--- src/rtl/kfx86_pkg.sv ---
// Shared KFX86 execution-unit definitions: FLAGS layout, ALU opcodes and parity helper.
package kfx86_pkg;

  typedef struct packed {
    logic [3:0] rsv_15_12;
    logic       o;
    logic       d;
    logic       i;
    logic       t;
    logic       s;
    logic       z;
    logic       rsv_5;
    logic       a;
    logic       rsv_3;
    logic       p;
    logic       rsv_1;
    logic       c;
  } flags_t;

  localparam logic [4:0] ALU_OP_ADD = 5'd0;
  localparam logic [4:0] ALU_OP_OR  = 5'd1;
  localparam logic [4:0] ALU_OP_ADC = 5'd2;
  localparam logic [4:0] ALU_OP_SBB = 5'd3;
  localparam logic [4:0] ALU_OP_AND = 5'd4;
  localparam logic [4:0] ALU_OP_SUB = 5'd5;
  localparam logic [4:0] ALU_OP_XOR = 5'd6;
  localparam logic [4:0] ALU_OP_CMP = 5'd7;

  // x86 PF: set when the byte holds an even number of ones
  function automatic logic even_parity(input logic [7:0] value);
    return ~^value;
  endfunction

endpackage

--- src/rtl/kfx86_alu_adder.sv ---
// Byte/word add-subtract with carry-in, producing x86-style carry, aux-carry and overflow.
module kfx86_alu_adder
  import kfx86_pkg::*;
(
  input  logic [15:0] a,
  input  logic [15:0] b,
  input  logic        carry_in,
  input  logic        subtract,
  input  logic        select_word,
  output logic [15:0] sum,
  output logic        carry,
  output logic        aux_carry,
  output logic        overflow
);

  logic [15:0] b_eff;
  logic        cin_eff;
  logic [16:0] sum_word;
  logic [8:0]  sum_byte;
  logic        raw_carry;
  logic        msb_a;
  logic        msb_b;
  logic        msb_r;

  // Subtraction is a + ~b + ~borrow_in; the final carry is inverted back into a borrow
  always_comb begin
    b_eff    = subtract ? ~b : b;
    cin_eff  = carry_in ^ subtract;
    sum_word = {1'b0, a} + {1'b0, b_eff} + {16'd0, cin_eff};
    sum_byte = {1'b0, a[7:0]} + {1'b0, b_eff[7:0]} + {8'd0, cin_eff};
    if (select_word) begin
      sum       = sum_word[15:0];
      raw_carry = sum_word[16];
      msb_a     = a[15];
      msb_b     = b_eff[15];
      msb_r     = sum_word[15];
    end else begin
      sum       = {8'h00, sum_byte[7:0]};
      raw_carry = sum_byte[8];
      msb_a     = a[7];
      msb_b     = b_eff[7];
      msb_r     = sum_byte[7];
    end
    carry     = raw_carry ^ subtract;
    aux_carry = a[4] ^ b[4] ^ sum[4];
    overflow  = (msb_a == msb_b) && (msb_r != msb_a);
  end

endmodule

--- src/rtl/kfx86_alu_accumulator.sv ---
// KFX86 integer ALU: eight arithmetic/logic ops on byte or word operands with registered result and FLAGS.
module kfx86_alu_accumulator
  import kfx86_pkg::*;
(
  input  logic        clock,
  input  logic        reset_n,
  input  logic [4:0]  opcode,
  input  logic [15:0] source_1,
  input  logic [15:0] source_2,
  input  logic [15:0] source_flags,
  input  logic        select_word,
  output logic [15:0] out,
  output logic [15:0] out_flags
);

  flags_t      in_flags;
  flags_t      nxt_flags;
  logic [15:0] nxt_out;
  logic [15:0] byte_mask;
  logic        valid_op;
  logic        subtract;
  logic        carry_in;
  logic [15:0] add_sum;
  logic        add_carry;
  logic        add_aux;
  logic        add_overflow;

  assign in_flags = flags_t'(source_flags);

  always_comb begin
    subtract = (opcode == ALU_OP_SUB) || (opcode == ALU_OP_SBB) || (opcode == ALU_OP_CMP);
    carry_in = ((opcode == ALU_OP_ADC) || (opcode == ALU_OP_SBB)) && in_flags.c;
  end

  kfx86_alu_adder u_adder (
    .a           (source_1),
    .b           (source_2),
    .carry_in    (carry_in),
    .subtract    (subtract),
    .select_word (select_word),
    .sum         (add_sum),
    .carry       (add_carry),
    .aux_carry   (add_aux),
    .overflow    (add_overflow)
  );

  always_comb begin
    nxt_out   = source_1;
    nxt_flags = in_flags;
    valid_op  = 1'b1;
    byte_mask = select_word ? 16'hFFFF : 16'h00FF;
    case (opcode)
      ALU_OP_ADD, ALU_OP_ADC, ALU_OP_SUB, ALU_OP_SBB, ALU_OP_CMP: begin
        nxt_out     = add_sum;
        nxt_flags.c = add_carry;
        nxt_flags.a = add_aux;
        nxt_flags.o = add_overflow;
      end
      ALU_OP_OR, ALU_OP_AND, ALU_OP_XOR: begin
        if (opcode == ALU_OP_OR)
          nxt_out = (source_1 | source_2) & byte_mask;
        else if (opcode == ALU_OP_AND)
          nxt_out = (source_1 & source_2) & byte_mask;
        else
          nxt_out = (source_1 ^ source_2) & byte_mask;
        nxt_flags.c = 1'b0;
        nxt_flags.a = 1'b0;
        nxt_flags.o = 1'b0;
      end
      default: valid_op = 1'b0;
    endcase
    // Byte results already have a zero high byte, so a full-width zero test is exact
    if (valid_op) begin
      nxt_flags.s = select_word ? nxt_out[15] : nxt_out[7];
      nxt_flags.z = (nxt_out == 16'h0000);
      nxt_flags.p = even_parity(nxt_out[7:0]);
    end
  end

  always_ff @(posedge clock or negedge reset_n) begin
    if (!reset_n) begin
      out       <= 16'h0000;
      out_flags <= 16'h0000;
    end else begin
      out       <= nxt_out;
      out_flags <= nxt_flags;
    end
  end

endmodule

--- config.mk ---
export PLATFORM = sky130hd
export DESIGN_NAME = kfx86_alu_accumulator
export DESIGN_NICKNAME = d
export VERILOG_FILES = /design/src/rtl/kfx86_pkg.sv /design/src/rtl/kfx86_alu_adder.sv /design/src/rtl/kfx86_alu_accumulator.sv
export SDC_FILE = /design/constraint.sdc
export NUM_CORES = 1
export LEC_CHECK = 0
export CAP_MARGIN = 20
export CORE_MARGIN = 8
export CORE_UTILIZATION = 50
export CTS_CLUSTER_DIAMETER = 30
export DETAILED_ROUTE_END_ITERATION = 12
export PLACE_DENSITY_LB_ADDON = 0.3
export SYNTH_ARGS = -nofsm -noshare
export SYNTH_HDL_FRONTEND = slang
export SYNTH_HIERARCHICAL = 1
export SYNTH_SLANG_ARGS = --single-unit
--- constraint.sdc ---
create_clock -name clock -period 0.8 [get_ports clock]
set_input_delay 0.12 -clock clock [delete_from_list [all_inputs] [get_ports clock]]
set_output_delay 0.12 -clock clock [all_outputs]
set_load 0.05 [all_outputs]
Yosys cells after proc, flatten, opt, wreduce, memory -nomap -nowiden
Index checks and enable logic that the tools add are counted.
{ "classes": {"n_addsub": 4, "eq_ne": 9, "muxes": 17, "bitwise": 11, "n_reduce_logical": 11} }
{ "op_table": {"columns": ["op", "count"], "rows": [
  ["16-bit two-way mux", 5],
  ["16-bit AND", 4],
  ["16-bit case mux with 2 select lines", 1],
  ["5-bit by 3-bit equality test with 1-bit output (second input constant)", 4],
  ["16-bit by 16-bit adder with 17-bit output", 1],
  ["17-bit by 1-bit adder with 17-bit output", 1],
  ["16-bit logical NOT", 1],
  ["16-bit NOT", 1],
  ["16-bit bitwise OR", 1],
  ["16-bit XOR", 1],
  ["5-bit by 2-bit equality test with 1-bit output (second input constant)", 2],
  ["8-bit by 8-bit adder with 9-bit output", 1],
  ["9-bit by 1-bit adder with 9-bit output", 1],
  ["8-bit OR reduction", 1],
  ["8-bit XNOR reduction", 1],
  ["1-bit two-way mux", 7],
  ["1-bit case mux with 2 select lines", 3],
  ["5-bit by 1-bit equality test with 1-bit output (second input constant)", 1],
  ["5-bit logical NOT", 1],
  ["5-bit OR reduction", 1],
  ["1-bit XOR", 4],
  ["1-bit logical OR", 3],
  ["3-bit OR reduction", 1],
  ["1-bit logical AND", 2],
  ["other kinds (3)", 3]
]} }
{ "totals": {"regBits": 32, "in_bits": 56, "word_cells": 54} }

Logic depth before layout (Yosys ltp)
{ "logic_depth": {"word_depth": 10, "depth_mapped": 20} }

Hierarchy
The synthesis kept the hierarchy.
{ "modules_own_cells": {"columns": ["mod", "n_inst", "cells_each", "area_each_um2", "seq_area_each_um2"], "rows": [
  ["kfx86_alu_accumulator", 1, 232, 2292.2, 800.8],
  ["kfx86_alu_adder", 1, 139, 1072.3, 0.0]
]} }

Least setup slack after synthesis
No wires, ideal clock.
{ "synth_timing": {"path_type": "input -> register", "startpoint": "input port opcode[4]", "endpoint": "register out_flags[6]", "setup_ns": 0.092, "t_arrival_ns": 4.223, "slack_ns": -3.515, "cell_stages": 16, "cell_sequence": "or3b_1 > nor2_1 > buf_8 > clkbuf_1 > xor2_1 > fa_1 > fa_1 > a21o_1 > a21oi_1 > o21ai_0 > a21oi_1 > xor2_1 > nor2_1 > a221o_2 > or4_4 > o31ai_2"} }
{ "synth_rtl": {"columns": ["item", "line", "source"], "rows": [
  ["from (decl)", "kfx86_alu_accumulator.sv:7", "input logic [4:0] opcode,"],
  ["to (signal assigned)", "kfx86_alu_accumulator.sv:86", "out_flags <= nxt_flags;"],
  ["to (decl)", "kfx86_alu_accumulator.sv:13", "output logic [15:0] out_flags"]
]} }

==> results.json <==
{
  "syn_inst": 371,
  "synth_top_family_by_area": "compound AO/OA/AOI/OAI gates",
  "drc": 0,
  "grt_pass1_vias": 4697,
  "violations": "capacitance limit, slew limit, setup timing",
  "grt_pass1_wl_um": 25700,
  "end_kind": "register",
  "syn-cell-area_sq_um": 3360,
  "ys_seq_area_share_pct": 23.8,
  "start_util_pct": 50.6,
  "clockBufferDepth": 2,
  "core.rowCount": 30,
  "peakVddDrop_uv": 877,
  "io_pins": 88,
  "drive_above_1_share_pct": 46.0,
  "die-area_sq_um": 9610,
  "cts_inserted_buffers": 5,
  "rsz0062_at_grt": "true",
  "worstHoldPathType": "in2async",
  "slew_headroom_pct": -9.27,
  "drtPass1Iterations": 6,
  "crit_type": "in2reg",
  "yosysWarnings": 6,
  "gr-total-overflow": 0,
  "area_delta_synth_final_pct": 84.5,
  "num_vias": 4680,
  "antenna_cells": 0,
  "routed_via_density": 6.97,
  "drt_iter0_drc": 765,
  "cts_htree_levels": 2,
  "cp_data_required_time_ps": 980,
  "max_freq_ghz": 0.264,
  "gp_congestion": 0.925,
  "die_h_um": 98.0,
  "synth_area_per_cell_sq_um": 9.07,
  "min_period_over_period_pct": 473,
  "drt_wl_total_um": 19700,
  "yosys.cell_types.count": 68,
  "detail-route-antenna-nets": 0,
  "drv_slew": 2,
  "synth_fa_ha_area_share_pct": 20.2,
  "clock_sinks": 32,
  "coreArea_sq_um": 6640,
  "synth_xor_area_share_pct": 9.11,
  "grt_use_met3_pct": 9.67,
  "leakagePower_nw": 3.01,
  "die_w_um": 98.0,
  "setup_viol": 54,
  "status": "finished, violations left",
  "clock_tree.root_cell": "clkbuf_8",
  "grt_util_met1_pct": 36.5,
  "final_common_cell": "buf_4",
  "synth_flop_cell": "dfrtp_1",
  "fin_nets": 699,
  "synthMuxAreaShare_pct": 2.98,
  "hold_viol_final": 0,
  "synth_edf_count": 0,
  "p_per_area_nw_per_um2": 1410,
  "wl_per_cell_um": 29.3,
  "maxCapViolations": 1,
  "finalSetupTns_ps": -55060,
  "synthSimpleGateAreaFrac_pct": 12.6,
  "path_max_fanout": 4,
  "ys_seq_elements": 32,
  "synth_nets": 480,
  "cts_tree": "done",
  "period_minus_slack_ps": 3780,
  "mostFrequentLayoutCells": "buf_4 (122), clkdlybuf4s50_1 (49), ha_1 (47)",
  "hpwl_um": 9820,
  "grt_max_degree": 33,
  "met2_usage_pct": 56.4,
  "dp.cells": 642,
  "portBuffers": 87,
  "cp-start-kind": "primary input",
  "clk_pin_slew_worst_paths_ps": 70,
  "grt_use_total_pct": 34.2,
  "worst_slew_pin_slew_ps": 1600,
  "setup_ws_ps": -2980,
  "antenna_found_initial": 0,
  "instances_no_fill": 671,
  "grt-busiest-layer": "met2",
  "cp_data_arrival_time_ps": 3970,
  "synth_compound_area_share_pct": 23.0,
  "async_flop_share_pct": 100
}
==> cell type report <==
type                       instances  area, sq um
multi-input combinational        277         2700
timing repair buffer             228         2340
sequential                        32          801
fill                             173          435
inverter                          46          175
tap                               80          100
clock buffer                       8         90.1
==> Yosys cell counts (8+ instances only) <==
cell type   n  area (sq um)
dfrtp_1    32           801
o21a_1      8          60.1
xor2_1     26           228
a21o_1      8          60.1
nand2_1    15          56.3
o22ai_1     8          50.1
nor2_1     20          75.1
mux2i_1    10           100
inv_1      38           143
xnor2_1     9          78.8
a21oi_1    24           120
ha_1       51           638
==> kinds of logic after synthesis <==
logic type | after synthesis
AOI/OAI and AO/OA | 106
and+or+nand+nor | 73
buffers and inverters | 62
adders and majority gates | 53
xor gates and xnor gates | 35
DFF | 32
muxes | 10
==> stage by stage <==
step	instance area (sq um)	worst slack (ps)	hold slack, ps	power (mW)	util, %
finish	6210	-2980	222	8.76	93.4
detailed placement	5530	-3440	512	6.15	83.3
floorplan	3450	-2800	-176	3.95	-
global placement	5530	-3190	500	6.00	83.3
CTS	5960	-2670	235	7.86	89.8
global route	6210	-3010	229	8.98	93.4
==> worst max path at each step <==
stage               from           end  slack, ps
2_1_floorplan  opcode[4]  out_flags[6]      -2800
3_3_place_gp   opcode[0]  out_flags[6]      -3190
3_5_place_dp   opcode[0]  out_flags[6]      -3440
4_1_cts        opcode[3]  out_flags[6]      -2670
5_1_grt        opcode[1]  out_flags[6]      -3010
6_report       opcode[4]  out_flags[6]      -2980
==> state kept, by name (all words and copies together), names as in the netlist <==
register   flops
out           16
out_flags     16
==> report_power, final <==
group | switching (mW) | leakage [nW] | internal [mW]
logic | 2.91 | 2.58 | 2.62
clock network | 0.626 | 0.0455 | 0.703
registers | 0.145 | 0.381 | 1.76
total | 3.68 | 3.01 | 5.08
==> repair_timing <==
item	4_1_cts	5_1_grt
pin swaps	43	29
hold buffers	0	0
setup buffers	16	9
endpoints found under the setup margin	54	54
endpoints found under the hold margin	0	0
resized for setup	69	36
gates cloned	0	0
==> metal layers <==
| metal | up-vias | share of wire, % |
|---|---|---|
| li1 | 1750 | - |
| met1 | 2124 | 32 |
| met2 | 590 | 44 |
| met3 | 216 | 15 |
| met4 | 0 | 9.7 |
| met5 | - | 0 |
==> critical path, stage by stage <==
cell,delay [ps]
buf_6,100
or3b_4,410
nor2_4,210
buf_6,130
xor2_2,70
fa_2,380
fa_2,370
a21o_1,190
a21oi_2,210
o21bai_1,140
a21oi_1,190
xnor2_1,100
a21oi_1,150
o21a_2,240
ha_4,140
nand4_1,110
nor2_1,140
nand4_1,280
o31ai_4,290
Note: power is estimated with default switching activity, not from simulation.
